===== config.mk =====
export PLATFORM = sky130hd
export DESIGN_NAME = quantum_rr_scheduler_flat
export DESIGN_NICKNAME = d
export VERILOG_FILES = /design/src/rtl/quantum_rr_scheduler_if.sv /design/src/rtl/quantum_rr_scheduler.sv /design/src/flat_wrapper.sv
export SDC_FILE = /design/constraint.sdc
export NUM_CORES = 1
export LEC_CHECK = 0
export BUFFER_PORTS_ARGS = -buffer_cell sky130_fd_sc_hd__buf_2
export CAP_MARGIN = 10
export CORE_MARGIN = 8
export CORE_UTILIZATION = 50
export CTS_BUF_LIST = sky130_fd_sc_hd__clkbuf_8
export CTS_CLUSTER_DIAMETER = 50
export CTS_CLUSTER_SIZE = 40
export DETAILED_ROUTE_END_ITERATION = 16
export PLACE_DENSITY = 0.82
export REMOVE_ABC_BUFFERS = 1
export SLEW_MARGIN = 25
export SYNTH_ARGS = -nofsm -noshare
export SYNTH_HDL_FRONTEND = slang
export SYNTH_SLANG_ARGS = --single-unit

===== constraint.sdc =====
create_clock -name cin -period 2.1 [get_ports cin]
set_clock_uncertainty 0.15 [all_clocks]
set_input_delay 0.105 -clock cin [delete_from_list [all_inputs] [get_ports cin]]
set_output_delay 0.105 -clock cin [all_outputs]
set_load 0.03 [all_outputs]

===== src/rtl/quantum_rr_scheduler_if.sv =====
// Process-side bus of the round-robin scheduler: ready/yield requests in,
// grant, status and switch counter out.
interface quantum_rr_scheduler_if #(
    parameter int unsigned N    = 4,
    parameter int unsigned IDW  = 2,
    parameter int unsigned QW   = 4,
    parameter int unsigned CNTW = 8
);
    logic [N-1:0]    ready;
    logic            yield;
    logic [N-1:0]    grant;
    logic [IDW-1:0]  run_id;
    logic            running;
    logic            switch_pulse;
    logic [QW-1:0]   quantum_left;
    logic [CNTW-1:0] switch_count;

    modport master (
        output ready, yield,
        input  grant, run_id, running, switch_pulse, quantum_left, switch_count
    );

    modport slave (
        input  ready, yield,
        output grant, run_id, running, switch_pulse, quantum_left, switch_count
    );
endinterface


===== src/rtl/quantum_rr_scheduler.sv =====
// Round-robin time-slice scheduler: one run slot shared by N processes,
// each slice lasting QUANTUM slow time-base ticks unless cut short.
module quantum_rr_scheduler #(
    parameter int unsigned N       = 4,
    parameter int unsigned IDW     = 2,
    parameter int unsigned QUANTUM = 4,
    parameter int unsigned QW      = 4,
    parameter int unsigned CNTW    = 8
) (
    input  logic                  cin,
    input  logic                  rst,
    input  logic                  slow_clk,
    quantum_rr_scheduler_if.slave bus
);

    typedef enum logic [1:0] {
        IDLE   = 2'd0,
        RUN    = 2'd1,
        SWITCH = 2'd2
    } state_e;

    state_e          state_q, state_d;
    logic            s1_q, s1_d, s2_q, s2_d, p_q, p_d;
    logic            tick_c;
    logic [IDW-1:0]  run_id_q, run_id_d;
    logic [IDW-1:0]  last_id_q, last_id_d;
    logic [IDW-1:0]  pick_id_c, cand_c;
    logic            pick_found_c;
    logic            slice_end_c;
    logic [QW-1:0]   quantum_left_q, quantum_left_d;
    logic [CNTW-1:0] switch_count_q, switch_count_d;
    logic [N-1:0]    grant_q, grant_d;
    logic            running_q, running_d;
    logic            switch_pulse_q, switch_pulse_d;

    assign tick_c = s2_q & ~p_q;

    // Round-robin search starting just after the last granted index
    always_comb begin
        pick_id_c    = '0;
        pick_found_c = 1'b0;
        cand_c       = '0;
        for (int unsigned i = 1; i <= N; i++) begin
            cand_c = IDW'((32'(last_id_q) + i) % N);
            if (!pick_found_c && bus.ready[cand_c]) begin
                pick_id_c    = cand_c;
                pick_found_c = 1'b1;
            end
        end
    end

    // Next-state and registered-output computation
    always_comb begin
        state_d        = state_q;
        s1_d           = slow_clk;
        s2_d           = s1_q;
        p_d            = s2_q;
        run_id_d       = run_id_q;
        last_id_d      = last_id_q;
        quantum_left_d = quantum_left_q;
        switch_count_d = switch_count_q;
        slice_end_c    = 1'b0;

        case (state_q)
            IDLE: begin
                if (pick_found_c) begin
                    run_id_d       = pick_id_c;
                    last_id_d      = pick_id_c;
                    quantum_left_d = QW'(QUANTUM);
                    state_d        = RUN;
                end
            end
            RUN: begin
                if (tick_c) begin
                    quantum_left_d = quantum_left_q - QW'(1);
                end
                slice_end_c = (tick_c && (quantum_left_q == QW'(1))) ||
                              bus.yield || !bus.ready[run_id_q];
                if (slice_end_c) begin
                    state_d        = SWITCH;
                    switch_count_d = (&switch_count_q) ? switch_count_q
                                                       : switch_count_q + CNTW'(1);
                end
            end
            SWITCH: begin
                if (pick_found_c) begin
                    run_id_d       = pick_id_c;
                    last_id_d      = pick_id_c;
                    quantum_left_d = QW'(QUANTUM);
                    state_d        = RUN;
                end else begin
                    state_d = IDLE;
                end
            end
            default: begin
                state_d = IDLE;
            end
        endcase

        grant_d        = (state_d == RUN) ? (N'(1) << run_id_d) : '0;
        running_d      = (state_d == RUN);
        switch_pulse_d = (state_d == SWITCH);
    end

    always_ff @(posedge cin) begin
        if (rst) begin
            state_q        <= IDLE;
            s1_q           <= 1'b0;
            s2_q           <= 1'b0;
            p_q            <= 1'b0;
            run_id_q       <= '0;
            last_id_q      <= IDW'(N - 1);
            quantum_left_q <= '0;
            switch_count_q <= '0;
            grant_q        <= '0;
            running_q      <= 1'b0;
            switch_pulse_q <= 1'b0;
        end else begin
            state_q        <= state_d;
            s1_q           <= s1_d;
            s2_q           <= s2_d;
            p_q            <= p_d;
            run_id_q       <= run_id_d;
            last_id_q      <= last_id_d;
            quantum_left_q <= quantum_left_d;
            switch_count_q <= switch_count_d;
            grant_q        <= grant_d;
            running_q      <= running_d;
            switch_pulse_q <= switch_pulse_d;
        end
    end

    assign bus.grant        = grant_q;
    assign bus.run_id       = run_id_q;
    assign bus.running      = running_q;
    assign bus.switch_pulse = switch_pulse_q;
    assign bus.quantum_left = quantum_left_q;
    assign bus.switch_count = switch_count_q;

endmodule

===== src/flat_wrapper.sv =====
// flat-port wrapper written by rule: the top's interface ports become plain ports
module quantum_rr_scheduler_flat 
#(
    parameter int unsigned N       = 4,
    parameter int unsigned IDW     = 2,
    parameter int unsigned QUANTUM = 4,
    parameter int unsigned QW      = 4,
    parameter int unsigned CNTW    = 8
)
  (cin, rst, slow_clk, bus_ready, bus_yield, bus_grant, bus_run_id, bus_running, bus_switch_pulse, bus_quantum_left, bus_switch_count);
  quantum_rr_scheduler_if #(.N(N), .IDW(IDW), .QW(QW), .CNTW(CNTW)) bus_i ();
  input  logic cin;
  input  logic rst;
  input  logic slow_clk;
  input wire logic [$bits(bus_i.ready)-1:0] bus_ready;
  input wire logic [$bits(bus_i.yield)-1:0] bus_yield;
  output wire logic [$bits(bus_i.grant)-1:0] bus_grant;
  output wire logic [$bits(bus_i.run_id)-1:0] bus_run_id;
  output wire logic [$bits(bus_i.running)-1:0] bus_running;
  output wire logic [$bits(bus_i.switch_pulse)-1:0] bus_switch_pulse;
  output wire logic [$bits(bus_i.quantum_left)-1:0] bus_quantum_left;
  output wire logic [$bits(bus_i.switch_count)-1:0] bus_switch_count;
  assign bus_i.ready = bus_ready;
  assign bus_i.yield = bus_yield;
  assign bus_grant = bus_i.grant;
  assign bus_run_id = bus_i.run_id;
  assign bus_running = bus_i.running;
  assign bus_switch_pulse = bus_i.switch_pulse;
  assign bus_quantum_left = bus_i.quantum_left;
  assign bus_switch_count = bus_i.switch_count;
  quantum_rr_scheduler #(.N(N), .IDW(IDW), .QUANTUM(QUANTUM), .QW(QW), .CNTW(CNTW)) u_core (.cin(cin), .rst(rst), .slow_clk(slow_clk), .bus(bus_i));
endmodule

# Word-level counts from Yosys, hierarchy flattened
# Cells that the tools add are included.
[classes] eq_ne=7 n_mux=27 n_reduce_logical=18 n_div=0 bitwise=4 n_shift=1 n_addsub=6 mul=0 n_lt_le_gt_ge=5
[ops] op="$mux 2" n=8
[ops] op="$lt 2x3->1 const B" n=5
[ops] op="$bmux 1 s2" n=5
[ops] op="$mux 1" n=10
[ops] op="$add 8x1->8 const B" n=1
[ops] op="$mux 4" n=2
[ops] op="$pmux 4 s2" n=1
[ops] op="$reduce_and 8->1" n=1
[ops] op="$pmux 2 s3" n=1
[ops] op="$reduce_and 3->1" n=2
[ops] op="$add 2x1->2 const B" n=2
[ops] op="$add 2x2->2 const B" n=2
[ops] op="$eq 2x1->1 const B" n=2
[ops] op="$eq 2x2->1 const B" n=2
[ops] op="$eq 4x1->1 const B" n=1
[ops] op="$logic_and 1x1->1" n=4
[ops] op="$logic_not 1->1" n=4
[ops] op="$ne 2x1->1 const B" n=2
[ops] op="$reduce_or 2->1" n=2
[ops] op="$shl 1x2->4 const A" n=1
[ops] op="$sub 4x1->4 const B" n=1
[ops] op="$not 1->1" n=3
[ops] op="$logic_not 2->1" n=1
[ops] op="$logic_or 1x1->1" n=2
[ops] op="3 further kinds" n=3
[totals] in_bits=8 wordCells=79 latchBits=0 reg_bits=27 mem_bits_rw=0 rom_bits=0 memories=0

# Depth between registers and ports, before layout
[logic_depth] depth_word=18 mapped_depth=7 depth_no_buf=7

# Worst setup path after synthesis
# OpenSTA, ideal clock, no wires.
[synth_path] path_kind="reg-to-reg" from="reg u_core.run_id_q[0] (netlist: u_core.bus.run_id[0])" to="reg u_core.grant_q[3] (netlist: u_core.bus.grant[3])" n_path_buf=0 stages_incl_launch_ff=6 slack_ns=0.074 setup_time_ns=0.117 arrival_time_ns=1.759 required_time_ns=1.833 cell_sequence="dfxtp_1 mux4_1 o211a_2 a21oi_4 nor2_1 and3b_2"
[synth_between] elab_chain_cells=9
[synth_lines] element="start: declaration" line_no="quantum_rr_scheduler.sv:25" text="logic [IDW-1:0] run_id_q, run_id_d;"
[synth_lines] element="start signal: assignment" line_no="quantum_rr_scheduler.sv:123" text="run_id_q <= run_id_d;"
[synth_lines] element="$bmux 1 s2" line_no="quantum_rr_scheduler.sv:78" text="bus.yield || !bus.ready[run_id_q];"
[synth_lines] element="$mux 1 (implied by the code)" line_no="quantum_rr_scheduler.sv:78"
[synth_lines] element="$logic_not 1->1" line_no="quantum_rr_scheduler.sv:78"
[synth_lines] element="$logic_or 1x1->1" line_no="quantum_rr_scheduler.sv:78"
[synth_lines] element="$mux 2" line_no="quantum_rr_scheduler.sv:79" text="if (slice_end_c) begin"
[synth_lines] element="$pmux 2 s3" line_no="quantum_rr_scheduler.sv:64" text="case (state_q)"
[synth_lines] element="$eq 2x1->1" line_no="quantum_rr_scheduler.sv:100" text="grant_d = (state_d == RUN) ? (N'(1) << run_id_d) : '0;"
[synth_lines] element="$not 1->1 (no line)"
[synth_lines] element="$reduce_or 2->1 (no line)"
[synth_lines] element="end signal: assignment" line_no="quantum_rr_scheduler.sv:127" text="grant_q <= grant_d;"
[synth_lines] element="end: declaration" line_no="quantum_rr_scheduler.sv:32" text="logic [N-1:0] grant_q, grant_d;"
# Several ways; a longest one is shown, not always the timed one. The select of a mux whose other input is x is not followed.
# A chain may end at the register's enable or synchronous reset.

# Worst setup path in the final report
[layout_path] from="reg u_core.run_id_q[0] (netlist: u_core.bus.run_id[0])" to="reg u_core.switch_count_q[0] (netlist: u_core.bus.switch_count[0])"
[layout_between] elab_chain_cells=5
[layout_lines] element="$bmux 1 s2" line_no="quantum_rr_scheduler.sv:78"
[layout_lines] element="$mux 1 (implied by the code)" line_no="quantum_rr_scheduler.sv:78"
[layout_lines] element="$logic_not 1->1" line_no="quantum_rr_scheduler.sv:78"
[layout_lines] element="$logic_or 1x1->1" line_no="quantum_rr_scheduler.sv:78"
[layout_lines] element="$reduce_and 3->1 (no line)"
[layout_lines] element="end signal: assignment" line_no="quantum_rr_scheduler.sv:126" text="switch_count_q <= switch_count_d;"
[layout_lines] element="end: declaration" line_no="quantum_rr_scheduler.sv:31" text="logic [CNTW-1:0] switch_count_q, switch_count_d;"
# No other way between the ends. The select of a mux whose other input is x is not followed.

==> results.cfg <==
[run_status]
status = complete, no violations

[pwr]
p_int_uw = 751
p_seq_frac = 0.535
clockPowerShare = 0.268
power_density_nw_per_um2 = 728
vdd_drop_max_v = 0.000611
leakagePower_nw = 0.625
comb_power_share = 0.197
switching_share = 0.294
p_sw_uw = 312

[critical_path]
worst-path-buf-inv = 0
cp-start-kind = flip-flop
worst-r2r-cell-count = 5
critPathArrivalTime_ps = 1930
critical_path_peak_fanout = 5
crit_required_ps = 2100
slowest_delay_ps = 580
path_class = reg -> reg
cp_cell_sequence = mux4_1 -> o211ai_1 -> nand3_1 -> xor2_1 -> nor2_1
cp_top_family = multiplexers
cp_slowest_cell = mux4_1
r2r_slack_ps = 170
worst_setup_path_end_kind = flip-flop
r2r-start = u_core.bus.run_id[0]
timing.rr.end = u_core.bus.switch_count[0]

[routing]
viasPerCell = 5.60
vias = 1075
wl_per_cell_um = 14.6
drt-total-wl_um = 2810
drc = 0
dr.pass1.iters = 4
drtIter0Drc = 55
ant_nets = 0

[worst_hold_path]
hp-class = in -> reg
holdPathStages = 2
hold_end = u_core.bus.quantum_left[1]
holdCritStartpoint = rst

[floorplanning]
row_count = 18
io_pins = 28
core-area_um2 = 2410
die_x_um = 65.9
die_h_um = 65.9
start_util = 0.517
die_area_um2 = 4340

[place]
dp.final_hpwl_um = 2060
io_buffers = 27
gp_congestion = 0.780

[sta]
rsz0062_at_grt = no
drv_slew = 0
whs_ps = 107
setup_viol = 0
period_share = 0.918
max_slew.worst_pin.slew_ps = 464
relSlewSlack = 0.689
fmax_mhz = 519
setup_tns_ps = 0
period_minus_slack_ps = 1930
hold_violations = 0

[clock_network]
cts_tree = done
cts_hold_buf = 1
postCtsResizedCells = 0
cts.htree.levels = 1
clk_pin_slew_ps = 90
clk_latency_ps = 270
cts.sinks = 27
clk_path_buf_depth = 2
numCtsBuffers = 3
cts-root-buf = clkbuf_8
post_cts_buffers = 0

[global_routing]
grt_pass1_vias = 1064
grt_pass1_wl_um = 4580
grt-ovfl-total = 0
antenna_found_initial = 0
grt_usage = 0.129
grt_max_degree = 26

[synthesis]
syn_inst = 132
synth-seq-cells = 27
synth_edf_count = 0
ys.flop_type = dfxtp_1
synthArstFlopShare = 0
ys.warnings.count = 0
syn_avg_cell_area_um2 = 9.43
synth_cell_type_count = 42
seq_area_frac_synth = 0.434
syn_area_um2 = 1240

[cells_and_area]
antenna_cells = 0
area_delta_synth_final_pct = 17.4
fin_nets = 174
final_layout_size_suffix_gt1_frac = 0.272
fill_cells = 204

[job]
maxCapViolCount = 0
power by group through the flow:
stage / combinational (mW) / clock, mW / sequential (mW)
2_1_floorplan: 0.102 / 0 / 0.617
3_3_place_gp: 0.200 / 0 / 0.579
3_5_place_dp: 0.207 / 0 / 0.581
4_1_cts: 0.211 / 0.288 / 0.569
5_1_grt: 0.228 / 0.304 / 0.573
6_report: 0.209 / 0.285 / 0.569
cell type report:
cell class | instances | area (µm²) | share of cell area
Inverter | 3 | 11.3 | 0.00771
Tap cell | 30 | 37.5 | 0.0257
Timing Repair Buffer | 29 | 153 | 0.104
Clock buffer | 3 | 41.3 | 0.0283
Multi-Input combinational cell | 99 | 674 | 0.461
Clock inverter | 1 | 3.75 | 0.00257
Sequential cell | 27 | 541 | 0.370
cells in the final DEF (no fill, tap or decap), drive strengths merged, types with 4 or more instances in the layout:
cell type,synthesis,routed
a21oi,8,8
xor2,5,5
nand4,4,4
inv,3,4
nand3,4,4
dfxtp,27,27
buf,1,28
nand2,10,10
nor2b,5,5
nor2,17,17
worst max path at each step:
stage	start	endpoint	slack (ps)	depth (start not counted)
after floorplan	u_core.bus.run_id[0]	u_core.bus.grant[3]	70	5
after global placement	u_core.bus.run_id[0]	u_core.bus.grant[3]	240	5
after detailed placement	u_core.bus.run_id[0]	u_core.bus.grant[3]	180	5
after CTS	u_core.bus.run_id[0]	u_core.bus.grant[3]	170	5
after global routing	u_core.bus.run_id[0]	u_core.bus.switch_count[0]	60	5
final	u_core.bus.run_id[0]	u_core.bus.switch_count[0]	170	5
logic make-up (layout without fill, tap and decap cells):
kind of cell / after synthesis / in the layout / synth area share
and+or+nand+nor: 63 / 63 / 0.289
adders and majority gates: 3 / 3 / 0.0302
muxes: 2 / 2 / 0.0291
xor gates and xnor gates: 8 / 8 / 0.0563
buffers and inverters: 6 / 36 / 0.0241
DFF: 27 / 27 / 0.434
AOI/OAI and AO/OA: 23 / 23 / 0.137
registers in the layout, indices dropped and copies added (netlist names):
register                 cells
u_core.bus.switch_count      8
u_core.bus.grant             4
u_core.bus.quantum_left      4
u_core.bus.run_id            2
u_core.last_id_q             2
u_core.state_q               2
u_core.bus.running           1
u_core.bus.switch_pulse      1
u_core.p_d                   1
u_core.p_q                   1
u_core.s1_q                  1
synthesized netlist by cell type, types with 3 or more instances:
library cell | number | share of area
dfxtp_1 | 27 | 0.43
nor2_1 | 17 | 0.051
nand2_1 | 9 | 0.027
a21oi_1 | 7 | 0.028
nor2b_1 | 5 | 0.025
xor2_1 | 5 | 0.035
nand3_1 | 4 | 0.016
nand4_1 | 4 | 0.020
and3_1 | 3 | 0.015
ha_1 | 3 | 0.030
inv_1 | 3 | 0.0090
nor3_1 | 3 | 0.012
o21ai_0 | 3 | 0.012
xnor2_1 | 3 | 0.021
per-layer routing:
layer / global-route usage / wire [µm] / vias to the layer above
li1: - / - / 527
met1: 0.143 / 1200 / 519
met2: 0.231 / 1430 / 23
met3: 0.0373 / 134 / 6
met4: 0.0409 / 46 / 0
met5: 0 / 0 / -
metrics by stage:
step	total power, mW	std cells	instance area, µm²	utilization	setup slack [ps]
global placement	0.778	187	1410	0.584	242
floorplan	0.719	129	1230	-	74.0
detailed placement	0.788	187	1410	0.584	182
CTS	1.07	192	1460	0.606	170
global route	1.11	192	1460	0.606	56.7
finish	1.06	192	1460	0.606	172
Power figures use the tool's default switching activity.
